--- src/rtl/puf_uart_pkg.sv ---
// puf_uart_pkg: framing constants, error codes and parser state encoding shared by the UART command path
package puf_uart_pkg;
    localparam logic [7:0] SYNC_BYTE_DEF = 8'hA5;
    localparam logic [7:0] CMD_EVAL      = 8'h01;
    localparam logic [7:0] CMD_PING      = 8'h02;
    localparam logic [1:0] ERR_CHK       = 2'd0;
    localparam logic [1:0] ERR_CMD       = 2'd1;
    localparam logic [1:0] ERR_TIMEOUT   = 2'd2;
    localparam logic [1:0] ERR_OVR       = 2'd3;
    typedef enum logic [2:0] {ST_IDLE, ST_CMD, ST_PAYLOAD, ST_CHECK, ST_ISSUE} parser_state_e;
endpackage

--- src/rtl/puf_cmd_parser_if.sv ---
// puf_cmd_parser_if: UART byte stream in, challenge handshake and status strobes out
interface puf_cmd_parser_if #(parameter int CHAL_BYTES = 4);
    logic [7:0]              rx_data;
    logic                    rx_ready;
    logic                    chal_ready;
    logic                    chal_valid;
    logic [8*CHAL_BYTES-1:0] challenge;
    logic                    ping_req;
    logic                    frame_err;
    logic [1:0]              err_code;
    modport master (output rx_data, rx_ready, chal_ready,
                    input  chal_valid, challenge, ping_req, frame_err, err_code);
    modport slave  (input  rx_data, rx_ready, chal_ready,
                    output chal_valid, challenge, ping_req, frame_err, err_code);
endinterface

--- src/rtl/frame_timeout_ctr.sv ---
// frame_timeout_ctr: idle-clock counter with clear priority and a one-cycle expire at LIMIT-1
module frame_timeout_ctr #(
    parameter int LIMIT = 50000
) (
    input  logic clk,
    input  logic reset_n,
    input  logic clr,
    input  logic en,
    output logic expire
);
    localparam int CW = $clog2(LIMIT + 1);
    logic [CW-1:0] cnt;
    // a byte in the same cycle clears and therefore masks the expiry
    assign expire = en && !clr && cnt == CW'(LIMIT - 1);
    always_ff @(posedge clk or negedge reset_n)
        if (!reset_n) cnt <= '0;
        else if (clr) cnt <= '0;
        else if (en && !expire) cnt <= cnt + 1'b1;
endmodule

--- src/rtl/puf_cmd_parser.sv ---
// puf_cmd_parser: frames SYNC/CMD/payload/CHK host commands into PUF challenges and ping requests
module puf_cmd_parser
    import puf_uart_pkg::*;
#(
    parameter int         CHAL_BYTES   = 4,
    parameter logic [7:0] SYNC_BYTE    = SYNC_BYTE_DEF,
    parameter int         TIMEOUT_CLKS = 50000
) (
    input logic                 clk,
    input logic                 reset_n,
    puf_cmd_parser_if.slave     bus
);
    localparam int W  = 8 * CHAL_BYTES;
    localparam int IW = CHAL_BYTES > 1 ? $clog2(CHAL_BYTES) : 1;
    parser_state_e state, state_d;
    logic [IW-1:0] idx, idx_d;
    logic [7:0]    acc, acc_d;
    logic          is_eval, is_eval_d;
    logic [W-1:0]  stage, stage_d, chal_d;
    logic          valid_d, ping_d, err_d, run, expire, rx, last;
    logic [1:0]    code_d;
    logic [7:0]    b;
    assign rx   = bus.rx_ready;
    assign b    = bus.rx_data;
    assign last = idx == IW'(CHAL_BYTES - 1);
    assign run  = state inside {ST_CMD, ST_PAYLOAD, ST_CHECK};
    frame_timeout_ctr #(.LIMIT(TIMEOUT_CLKS)) u_tmo (
        .clk    (clk),
        .reset_n(reset_n),
        .clr    (rx || !run),
        .en     (run),
        .expire (expire)
    );
    always_comb begin
        state_d   = state;
        idx_d     = idx;
        acc_d     = acc;
        is_eval_d = is_eval;
        stage_d   = stage;
        chal_d    = bus.challenge;
        valid_d   = bus.chal_valid;
        ping_d    = 1'b0;
        err_d     = 1'b0;
        code_d    = bus.err_code;
        case (state)
            ST_IDLE: state_d = rx && b == SYNC_BYTE ? ST_CMD : ST_IDLE;
            ST_CMD: if (rx) begin
                acc_d     = b;
                idx_d     = '0;
                is_eval_d = b == CMD_EVAL;
                state_d   = b == CMD_EVAL ? ST_PAYLOAD : b == CMD_PING ? ST_CHECK : ST_IDLE;
                err_d     = b != CMD_EVAL && b != CMD_PING;
                code_d    = err_d ? ERR_CMD : bus.err_code;
            end
            ST_PAYLOAD: if (rx) begin
                stage_d[idx*8 +: 8] = b;
                acc_d   = acc ^ b;
                idx_d   = last ? idx : idx + 1'b1;
                state_d = last ? ST_CHECK : ST_PAYLOAD;
            end
            ST_CHECK: if (rx) begin
                err_d   = b != acc;
                code_d  = err_d ? ERR_CHK : bus.err_code;
                ping_d  = !err_d && !is_eval;
                valid_d = !err_d && is_eval;
                chal_d  = valid_d ? stage : bus.challenge;
                state_d = valid_d ? ST_ISSUE : ST_IDLE;
            end
            ST_ISSUE: begin
                valid_d = !bus.chal_ready;
                state_d = bus.chal_ready ? ST_IDLE : ST_ISSUE;
                err_d   = rx;
                code_d  = rx ? ERR_OVR : bus.err_code;
            end
            default: state_d = ST_IDLE;
        endcase
        if (expire) begin
            state_d = ST_IDLE;
            err_d   = 1'b1;
            code_d  = ERR_TIMEOUT;
        end
    end
    always_ff @(posedge clk or negedge reset_n)
        if (!reset_n) begin
            state          <= ST_IDLE;
            idx            <= '0;
            acc            <= '0;
            is_eval        <= 1'b0;
            stage          <= '0;
            bus.challenge  <= '0;
            bus.chal_valid <= 1'b0;
            bus.ping_req   <= 1'b0;
            bus.frame_err  <= 1'b0;
            bus.err_code   <= '0;
        end else begin
            state          <= state_d;
            idx            <= idx_d;
            acc            <= acc_d;
            is_eval        <= is_eval_d;
            stage          <= stage_d;
            bus.challenge  <= chal_d;
            bus.chal_valid <= valid_d;
            bus.ping_req   <= ping_d;
            bus.frame_err  <= err_d;
            bus.err_code   <= code_d;
        end
endmodule

--- src/flat_wrapper.sv ---
// flat-port wrapper written by rule: the top's interface ports become plain ports
module puf_cmd_parser_flat import puf_uart_pkg::*;
#(
    parameter int         CHAL_BYTES   = 4,
    parameter logic [7:0] SYNC_BYTE    = SYNC_BYTE_DEF,
    parameter int         TIMEOUT_CLKS = 50000
)
  (clk, reset_n, bus_rx_data, bus_rx_ready, bus_chal_ready, bus_chal_valid, bus_challenge, bus_ping_req, bus_frame_err, bus_err_code);
  puf_cmd_parser_if #(.CHAL_BYTES(CHAL_BYTES)) bus_i ();
  input logic clk;
  input logic reset_n;
  input wire logic [$bits(bus_i.rx_data)-1:0] bus_rx_data;
  input wire logic [$bits(bus_i.rx_ready)-1:0] bus_rx_ready;
  input wire logic [$bits(bus_i.chal_ready)-1:0] bus_chal_ready;
  output wire logic [$bits(bus_i.chal_valid)-1:0] bus_chal_valid;
  output wire logic [$bits(bus_i.challenge)-1:0] bus_challenge;
  output wire logic [$bits(bus_i.ping_req)-1:0] bus_ping_req;
  output wire logic [$bits(bus_i.frame_err)-1:0] bus_frame_err;
  output wire logic [$bits(bus_i.err_code)-1:0] bus_err_code;
  assign bus_i.rx_data = bus_rx_data;
  assign bus_i.rx_ready = bus_rx_ready;
  assign bus_i.chal_ready = bus_chal_ready;
  assign bus_chal_valid = bus_i.chal_valid;
  assign bus_challenge = bus_i.challenge;
  assign bus_ping_req = bus_i.ping_req;
  assign bus_frame_err = bus_i.frame_err;
  assign bus_err_code = bus_i.err_code;
  puf_cmd_parser #(.CHAL_BYTES(CHAL_BYTES), .SYNC_BYTE(SYNC_BYTE), .TIMEOUT_CLKS(TIMEOUT_CLKS)) u_core (.clk(clk), .reset_n(reset_n), .bus(bus_i));
endmodule
--- config.mk ---
export PLATFORM = sky130hd
export DESIGN_NAME = puf_cmd_parser_flat
export DESIGN_NICKNAME = d
export VERILOG_FILES = /design/src/rtl/puf_uart_pkg.sv /design/src/rtl/puf_cmd_parser_if.sv /design/src/rtl/frame_timeout_ctr.sv /design/src/rtl/puf_cmd_parser.sv /design/src/flat_wrapper.sv
export SDC_FILE = /design/constraint.sdc
export NUM_CORES = 1
export LEC_CHECK = 0
export CAP_MARGIN = 20
export CORE_MARGIN = 2
export CORE_UTILIZATION = 40
export CTS_CLUSTER_SIZE = 8
export DETAILED_ROUTE_END_ITERATION = 8
export PLACE_DENSITY = 0.58
export SLEW_MARGIN = 20
export SYNTH_ARGS = -nofsm -noshare
export SYNTH_HDL_FRONTEND = slang
export SYNTH_HIERARCHICAL = 1
export SYNTH_SLANG_ARGS = --single-unit
--- constraint.sdc ---
create_clock -name clk -period 3.1 [get_ports clk]
set_input_delay 0.62 -clock clk [delete_from_list [all_inputs] [get_ports clk]]
set_output_delay 0.62 -clock clk [all_outputs]
set_load 0.01 [all_outputs]
# Yosys cells after proc, flatten, opt, wreduce, memory -nomap -nowiden
# Cells that the tools add are included.
dict set report word_totals {
  register_bits 99
  input_bits 12
  out_inout_bits 37
}
dict set report classes {
  add_sub_neg 3
  n_eq_ne 22
  n_shift 2
  mux 36
  bitwise 1
  n_reduce_logical 28
}
# cell count
set op_table {}
lappend op_table {{negator 5 -> 34 bit} 1}
lappend op_table {{variable shift 8 x 34 -> 32 bit (first input constant)} 1}
lappend op_table {{variable part select 8 x 34 -> 32 bit} 1}
lappend op_table {{bitwise mux 32 bit} 1}
lappend op_table {{2-to-1 mux 16 bit} 2}
lappend op_table {{2-to-1 mux 3 bit} 7}
lappend op_table {{2-to-1 mux 2 bit} 10}
lappend op_table {{!= test 3 bit (second input constant)} 6}
lappend op_table {{adder 16 x 1 -> 16 bit (second input constant)} 1}
lappend op_table {{== test 16 bit (second input constant)} 1}
lappend op_table {{2-to-1 mux 8 bit} 2}
lappend op_table {{case mux 8 bit (2 select lines)} 1}
lappend op_table {{case mux 3 bit (5 select lines)} 1}
lappend op_table {{AND reduction 3 bit} 3}
lappend op_table {{== test 8 x 1 -> 1 bit (second input constant)} 1}
lappend op_table {{== test 8 x 2 -> 1 bit (second input constant)} 1}
lappend op_table {{== test 8 bit (second input constant)} 1}
lappend op_table {{2-to-1 mux 1 bit} 8}
lappend op_table {{!= test 2 bit (second input constant)} 4}
lappend op_table {{!= test 8 x 1 -> 1 bit (second input constant)} 1}
lappend op_table {{!= test 8 x 2 -> 1 bit (second input constant)} 1}
lappend op_table {{!= test 8 bit} 1}
lappend op_table {{bitwise XOR 8 bit} 1}
lappend op_table {{logical AND 1 bit} 7}
lappend op_table {{other kinds (18)} 28}

# Depth between registers and ports, before layout
# Gate-level depths: netlist (run 1).
dict set report logic_depth {
  ltp_word 11
  mapped_depth 12
  depth_no_buf 10
}

# By module
# The synthesis (run 1) kept the hierarchy.
# module instances cells_each area_each_um2
set modules_own_cells {}
lappend modules_own_cells {puf_cmd_parser 1 358 3768.6}
lappend modules_own_cells {frame_timeout_ctr 1 102 968.4}

# Worst setup path before layout (run 1)
# Ideal clock, no wire load.
dict set report synth_path {
  path_kind {flip-flop to flip-flop}
  startpoint {reg u_core.state[0]}
  endpoint {reg u_core.bus.err_code[1]}
  setup_time_ps 129
  arrival_ps 2240
  required_ps 2971
  slack_ps 731
  path_stages_with_launch 13
  n_path_buf 3
  synth_period_minus_slack_ps 2369
  cell_sequence {dfrtp_1 > clkbuf_1 > nor2_1 > nor2_1 > buf_4 > and4_1 > and4_1 > clkbuf_2 > and2_1 > a21oi_1 > o21a_1 > o22ai_1 > mux2i_1}
}
dict set report synth_between {
  elab_chain_len 9
  elab_cells_between_ends 19
  classes_between {eq/ne (9); mux (2); reduce/logical (8)}
}
# item line_no
set synth_rtl {}
lappend synth_rtl {{from (decl)} puf_cmd_parser.sv:15} ;# parser_state_e state, state_d;
lappend synth_rtl {{from (signal assigned)} puf_cmd_parser.sv:96} ;# state <= state_d;
lappend synth_rtl {{== test 3 x 1 -> 1 bit or == test 3 x 2 -> 1 bit (tied branches)} puf_cmd_parser.sv:26} ;# assign run = state inside {ST_CMD, ST_PAYLOAD, ST_CHECK};
lappend synth_rtl {{nonzero test 3 bit *} puf_cmd_parser.sv:26}
lappend synth_rtl {{net u_core.run} puf_cmd_parser.sv:20} ;# logic valid_d, ping_d, err_d, run, expire, rx, last;
lappend synth_rtl {{zero test 1 bit} puf_cmd_parser.sv:30} ;# .clr (rx || !run),
lappend synth_rtl {{logical OR 1 bit} puf_cmd_parser.sv:30}
lappend synth_rtl {{zero test 1 bit} frame_timeout_ctr.sv:14} ;# assign expire = en && !clr && cnt == CW'(LIMIT - 1);
lappend synth_rtl {{logical AND 1 bit * (2 in series)} frame_timeout_ctr.sv:14}
lappend synth_rtl {{net u_core.expire} puf_cmd_parser.sv:20}
lappend synth_rtl {{!= test 3 bit (no line) or nonzero test 4 bit (tied branches)} -}
lappend synth_rtl {{AND reduction 6 bit (no line)} -}
lappend synth_rtl {{to (signal assigned)} puf_cmd_parser.sv:105} ;# bus.err_code <= code_d;
lappend synth_rtl {{to (decl)} puf_cmd_parser_if.sv:14} ;# output chal_valid, challenge, ping_req, frame_err, err_code);
# The timed path passes the listed nets; every way through them passes the cells marked *.
# A chain may end at the register's enable or synchronous reset.

# Worst setup path in the final report (run 1)
# Ends and elaborated chain as after synthesis.

==> flow_summary.json, run 1 <==
{
  "path_cells": "nor2_1, nor2_1, nand2_1, nor2_1, and4_1, and2_1, a21oi_1, o21a_1, o22ai_1, mux2i_1",
  "overflow": 0,
  "fp.coreArea_mm2": 0.0115,
  "setup-tns-final_ns": 0,
  "ys_types": 54,
  "clockBufferDepth": 2,
  "gp_congestion": 0.835,
  "die_y_um": 113,
  "num_vias": 3514,
  "rsz0062_at_grt": "no",
  "syn_nets": 478,
  "startpoint_type": "flop",
  "antenna_found_initial": 0,
  "syn_avg_cell_area_um2": 10.3,
  "grt_pass1_wl_um": 17700,
  "h-tree-depth": 3,
  "worst_clock_skew_ns": 0.00588,
  "antenna_cells": 0,
  "area.sequential_mm2": 0.00248,
  "cts_hold_buf": 0,
  "final_common_cell": "dfrtp_1",
  "synth.largest_area_cell": "dfrtp_1",
  "area_delta_synth_final_pct": 20.0,
  "grtUsageTotal_pct": 17.7,
  "grt_max_degree": 47,
  "fp.dieW_um": 113,
  "layout-drive-gt1-share_pct": 10.7,
  "cp_common_cell": "nor2_1",
  "synth_xor_area_share_pct": 2.56,
  "outcome": "completed",
  "dp_hpwl_um": 7530,
  "drt-initial-drc-count": 195,
  "floorplan.initialDensity_pct": 41.3,
  "synth.mux.area_fraction_pct": 9.90,
  "path_class": "flop to flop",
  "io_buffer_count": 48,
  "fin_crit_ns": 2.53,
  "numCtsBuffers": 9,
  "max_cap_violations": 0,
  "synth_top_cell_area_share_pct": 52.3,
  "nNetsFinal": 528,
  "critPathRequiredTime_ns": 3.36,
  "ys_seq_elements": 99,
  "slowest_delay_ns": 0.52,
  "ant_nets": 0,
  "crit_buf_inv": 0,
  "cts_setup_buffers": 0,
  "multi_input_area_mm2": 0.00207,
  "synth_fa_ha_area_share_pct": 1.58,
  "worstPathMaxFanout": 11,
  "final_cell_mix": "99 x dfrtp_1, 88 x nand2_1, 47 x clkdlybuf4s50_1",
  "ys_warn_count": 6,
  "tightest_slew_ns": 0.859,
  "finalHoldViolations": 0,
  "yosys.area_share.simple_pct": 18.8,
  "synth_flop_cell": "dfrtp_1",
  "pre_cts_slack_ns": 0.409,
  "synth-compound-area-share_pct": 10.9,
  "path_clk_slew_ns": 0.06,
  "ys_top_cells_by_area": "dfrtp_1 52%, nand2_1 7.0%, mux2_1 5.2%",
  "fillers": 1066,
  "fin_ws_ns": 0.570,
  "p_leak_nw": 2.48,
  "arrival_ns": 2.79,
  "fin_util_pct": 49.6,
  "first_global_vias": 3448,
  "remaining_drc_errors": 0,
  "ios": 49,
  "crit_path_end_kind": "flop",
  "cts-resized-gates": 0,
  "fp.dieArea_mm2": 0.0127,
  "vias_per_cell": 5.34,
  "cts_sinks": 99,
  "cts_tree": "done",
  "finalCritPeriodShare_pct": 81.6,
  "clock_latency_ns": 0.34,
  "max_slew_margin_pct": 42.6,
  "wire_per_inst_um": 16.3,
  "ir_drop_uv": 297,
  "rows": 39,
  "first_pass_iters": 4,
  "synth_seq_area_share_pct": 52.3,
  "fmax_ghz": 0.395,
  "power_density_mw_per_mm2": 474,
  "synth_top_family_by_area": "simple AND/OR/NAND/NOR gates",
  "report.final.slew_viol_count": 0,
  "syn-cell-area_mm2": 0.00474,
  "synth_edf_count": 0,
  "cts-root-buf": "clkbuf_16",
  "synthArstFlopShare_pct": 100,
  "setup_viol": 0,
  "min_path_type": "input port to async pin",
  "synthesis.instances": 460,
  "crit_slowest_cell": "dfrtp_1",
  "crit_family": "simple AND/OR/NAND/NOR gates",
  "drt-total-wl_um": 10700
}
==> layout make-up <==
type,count,area share (%)
Sequential cell,99,43.6
Tap cell,143,3.15
Inverter,7,0.462
Timing Repair Buffer,67,11.1
Clock inverter,4,0.881
Multi-Input combinational cell,326,36.4
Clock buffer,12,4.34
==> registers in the layout (all words and copies together), names as in the netlist, 2 cells and up <==
signal                cells
u_core/stage             32
u_core/acc                8
u_core/idx                2
u_core/bus.err_code       2
u_core/u_tmo/cnt         16
u_core/state              3
u_core/bus.challenge     32
==> final timing paths <==
check / from / endpoint / slack, ns / cells past startpoint
worst max-delay path: u_core/state[0]$_DFFE_PN0P_ / u_core/bus.err_code[1]$_DFFE_PN0P_ / 0.57 / 10
worst min-delay path: reset_n / u_core/stage[3]$_DFFE_PN0P_ / 0.28 / 1
worst max register to register: u_core/state[0]$_DFFE_PN0P_ / u_core/bus.err_code[1]$_DFFE_PN0P_ / 0.57 / 10
worst min register to register: u_core/stage[18]$_DFFE_PN0P_ / u_core/stage[18]$_DFFE_PN0P_ / 0.47 / 2
max in group asynchronous: reset_n / u_core/acc[7]$_DFFE_PN0P_ / 2.02 / 2
min in group clk: u_core/stage[18]$_DFFE_PN0P_ / u_core/stage[18]$_DFFE_PN0P_ / 0.47 / 2
==> logic make-up after synthesis <==
kind of cell	Yosys count
AO/OA/AOI/OAI	92
XOR/XNOR	13
adder cells (fa/ha/maj)	6
buffers and inverters	35
flip-flops	99
multiplexers	39
AND/OR/NAND/NOR	176
==> power breakdown <==
group	total (mW)	internal, mW	switching (mW)	leakage [nW]
clock	1.11	0.647	0.464	0.139
sequential	1.36	1.33	0.0355	1.36
combinational	0.219	0.0915	0.127	0.984
total	2.69	2.07	0.627	2.48
==> synthesized netlist by cell type, types with 4 or more instances <==
| cell | count |
|---|---|
| dfrtp_1 | 99 |
| nand2_1 | 88 |
| o21ai_0 | 40 |
| a21oi_1 | 27 |
| mux2_1 | 22 |
| nor2_1 | 22 |
| clkbuf_1 | 14 |
| nand3_1 | 10 |
| o22ai_1 | 10 |
| mux2_4 | 9 |
| xnor2_1 | 8 |
| inv_1 | 7 |
| buf_2 | 6 |
| buf_6 | 6 |
| ha_1 | 6 |
| nor2b_1 | 6 |
| nor3_1 | 6 |
| mux2_2 | 5 |
| nand4_1 | 5 |
| or3_1 | 5 |
| and4_1 | 4 |
| nor3b_1 | 4 |
| xor2_1 | 4 |
==> worst register-to-register path: cells and delay by family, from the launching register on <==
kind / cells / cell delay [ns]
mux: 1 / 0.22
compound gates: 3 / 0.49
simple gates: 6 / 1.22
flops: 1 / 0.52
==> per-stage QoR <==
stage	hold WS [ns]	std cells	total power [mW]	instance area [um2]
after global routing	0.321	658	2.81	5680
after floorplan	0.324	460	1.51	4740
final	0.279	658	2.69	5680
after CTS	0.308	658	2.73	5680
after global placement	0.461	642	1.60	5390
after detailed placement	0.469	642	1.61	5390
==> layer usage <==
| metal | GRT usage (%) | up-vias | routed length, um |
|---|---|---|---|
| met5 | 0 | - | 0 |
| met4 | 7.89 | 0 | 179 |
| met3 | 3.27 | 14 | 451 |
| met2 | 28.6 | 82 | 5260 |
| met1 | 23.2 | 1716 | 4860 |
| li1 | - | 1702 | - |
Note: power is estimated with default switching activity, not from simulation.
==> run 2, diff against run 1 <==
Settings changed: PLACE_DENSITY 0.58 to 0.6.
Clock period 3.1 ns to 2.1 ns, I/O delays scaled along.
==> run 2 against run 1 <==
  * Clock power up 42%
  * Combinational power up 67%
  * Hold slack worse by 0.28 ns
  * Setup slack worse by 0.54 ns
  * Sequential share of layout area down 2.4 points
  * Cell count is 5.2% higher
  * Sequential cell count unchanged
  * First-iteration DRC count decreased by 27%
  * Routed wire length decreased by 0.78%
  * Clock skew increased by 0.0039 ns
  * Die area did not move
  * Sequential power is 48% higher
==> flow_summary.json, run 2 (same netlist as run 1, synthesis figures left out) <==
{
  "final_common_cell": "dfrtp_1",
  "drt-total-wl_um": 10700,
  "p_total_mw": 3.96,
  "met2_usage_pct": 28.7,
  "power_density_mw_per_mm2": 659,
  "max_cap_violations": 0,
  "power_frac_comb_pct": 9.2,
  "rsz0062_at_grt": "no",
  "grt_pass1_wl_um": 17200,
  "fin_ws_ns": 0.0288,
  "fin_util_pct": 52.4,
  "fp.coreArea_mm2": 0.0115,
  "ir_drop_uv": 532,
  "path_clk_slew_ns": 0.07,
  "die_y_um": 113,
  "startpoint_type": "input port",
  "path_class": "input port to flop",
  "antenna_cells": 0,
  "remaining_drc_errors": 0,
  "overflow": 0,
  "ant_nets": 0,
  "dp_hpwl_um": 7330,
  "antenna_found_initial": 0,
  "grt_use_met1_pct": 22.1,
  "num_vias": 3566,
  "fp.dieArea_mm2": 0.0127,
  "p_int_mw": 2.97,
  "r2r_cells": 7,
  "vias_per_cell": 5.15,
  "clock_latency_ns": 0.35,
  "crit_path_end_kind": "flop",
  "final_cell_mix": "99 x dfrtp_1, 87 x nand2_1, 50 x buf_4",
  "area_delta_synth_final_pct": 26.9,
  "outcome": "completed",
  "first_global_vias": 3444,
  "dp.cells": 672,
  "switching_power_mw": 0.985,
  "finalCritPeriodShare_pct": 98.6,
  "first_pass_iters": 4,
  "top_regs": "u_core/bus.challenge (32), u_core/stage (32), u_core/u_tmo/cnt (16)",
  "regToRegEndpoint": "u_core/bus.challenge[13]$_DFFE_PN0P_",
  "fin_cells": 692,
  "swShare_pct": 24.9,
  "worst_clock_skew_ns": 0.00980,
  "min_path_type": "input port to async pin",
  "critPathRequiredTime_ns": 2.33,
  "top_usage_layer": "met2",
  "arrival_ns": 2.30,
  "design_area_mm2": 0.00601,
  "pre_cts_slack_ns": -0.368,
  "fmax_ghz": 0.483,
  "gp_congestion": 0.868,
  "ios": 49,
  "placed_cell_area_mm2": 0.00565,
  "fin_crit_ns": 2.07,
  "setup_viol": 0,
  "use_met3_pct": 3.37,
  "numCtsBuffers": 9,
  "cts_tree": "done",
  "tightest_slew_ns": 0.435,
  "h-tree-depth": 3,
  "wire_per_inst_um": 15.4,
  "io_buffer_count": 48,
  "clockPowerShare_pct": 40.0,
  "drt-initial-drc-count": 143,
  "finalHoldViolations": 0,
  "fp.dieW_um": 113,
  "clockBufferDepth": 2,
  "rows": 39,
  "max_slew_margin_pct": 71.0,
  "grt_max_degree": 48,
  "reg2reg_setup_slack_ns": 0.10,
  "p_leak_nw": 2.68,
  "report.final.slew_viol_count": 0,
  "nNetsFinal": 562,
  "floorplan.initialDensity_pct": 41.3,
  "r2r-start": "u_core/state[2]$_DFFE_PN0P_",
  "sequentialPowerShare_pct": 50.8,
  "layout-drive-gt1-share_pct": 18.2,
  "cts-root-buf": "clkbuf_16",
  "worstPathMaxFanout": 16,
  "grtUsageTotal_pct": 17.2,
  "cts_sinks": 99
}
run 2: cell types whose count changed in the layout (fill, tap and decap cells not counted), moves of 2 or more:
cell / previous run / this run
inv_6: 0 / 2
nor2_1: 22 / 20
nor2_4: 0 / 2
clkdlybuf4s50_1: 47 / 45
buf_4: 19 / 50
dlymetal6s2s_1: 0 / 2
clkbuf_1: 2 / 0
run 2: worst max-delay path, cell delays in order:
cell	delay, ns
clkdlybuf4s50_1	0.50
xnor2_1	0.13
nand4_1	0.22
nor4_4	0.33
buf_6	0.16
clkbuf_16	0.18
mux2_1	0.33
run 2: how the worst max path moves through the flow:
stage	start	endpoint	slack, ns
after floorplan	u_core/state[1]$_DFFE_PN0P_	u_core/bus.err_code[0]$_DFFE_PN0P_	0.01
after global placement	bus_rx_data[7]	u_core/bus.challenge[19]$_DFFE_PN0P_	-0.33
after detailed placement	bus_rx_data[7]	u_core/bus.challenge[10]$_DFFE_PN0P_	-0.37
after CTS	bus_rx_data[7]	u_core/bus.challenge[18]$_DFFE_PN0P_	0.01
after global routing	bus_rx_data[3]	u_core/bus.challenge[5]$_DFFE_PN0P_	0.007
final	bus_rx_data[5]	u_core/bus.challenge[13]$_DFFE_PN0P_	0.03
run 2: power by group through the flow:
stage	clock network [mW]	logic [mW]	registers (mW)
6_report	1.58	0.365	2.01
2_1_floorplan	0	0.201	2.04
5_1_grt	1.70	0.408	2.02
3_5_place_dp	0	0.361	2.04
3_3_place_gp	0	0.357	2.04
4_1_cts	1.63	0.363	2.01
run 2: layer usage:
metal	part of all wire, %	up-vias
li1	-	1772
met1	46	1710
met2	48	69
met3	3.8	15
met4	2.2	0
met5	0	-
run 2: cell type report:
| class | instances | area [um2] |
|---|---|---|
| clock buffers | 10 | 239 |
| clock inverters | 6 | 46.3 |
| fillers | 1049 | 5460 |
| inverters | 7 | 26.3 |
| multi-input cells | 326 | 2110 |
| flip-flops and latches | 99 | 2480 |
| well taps | 143 | 179 |
| repair buffers | 101 | 927 |
run 2: repair_timing:
item | 4_1_cts | 5_1_grt
buffers inserted | 0 | 3
setup endpoints to repair | 1 | 34
gates cloned | 0 | 1
hold buffers | 0 | 0
pin swaps | 0 | 4
resized for setup | 1 | 10
run 2: stage by stage:
stage / hold WS [ns] / TNS [ns]
after floorplan: 0.124 / 0
after global placement: 0.391 / -13.34
after detailed placement: 0.393 / -17.30
after CTS: 0.00950 / 0
after global routing: 0.0319 / 0
final: 0.00352 / 0
==> run 3, diff against run 2 <==
==> constraint.sdc (replaced) <==
create_clock -name clk -period 2.1 [get_ports clk]
set_input_delay 0.42 -clock clk [delete_from_list [all_inputs] [get_ports clk]]
set_output_delay 0.42 -clock clk [all_outputs]
set_load 0.02 [all_outputs]
==> results of run 3 <==
The final DEF is identical to that of run 2. Status: completed.
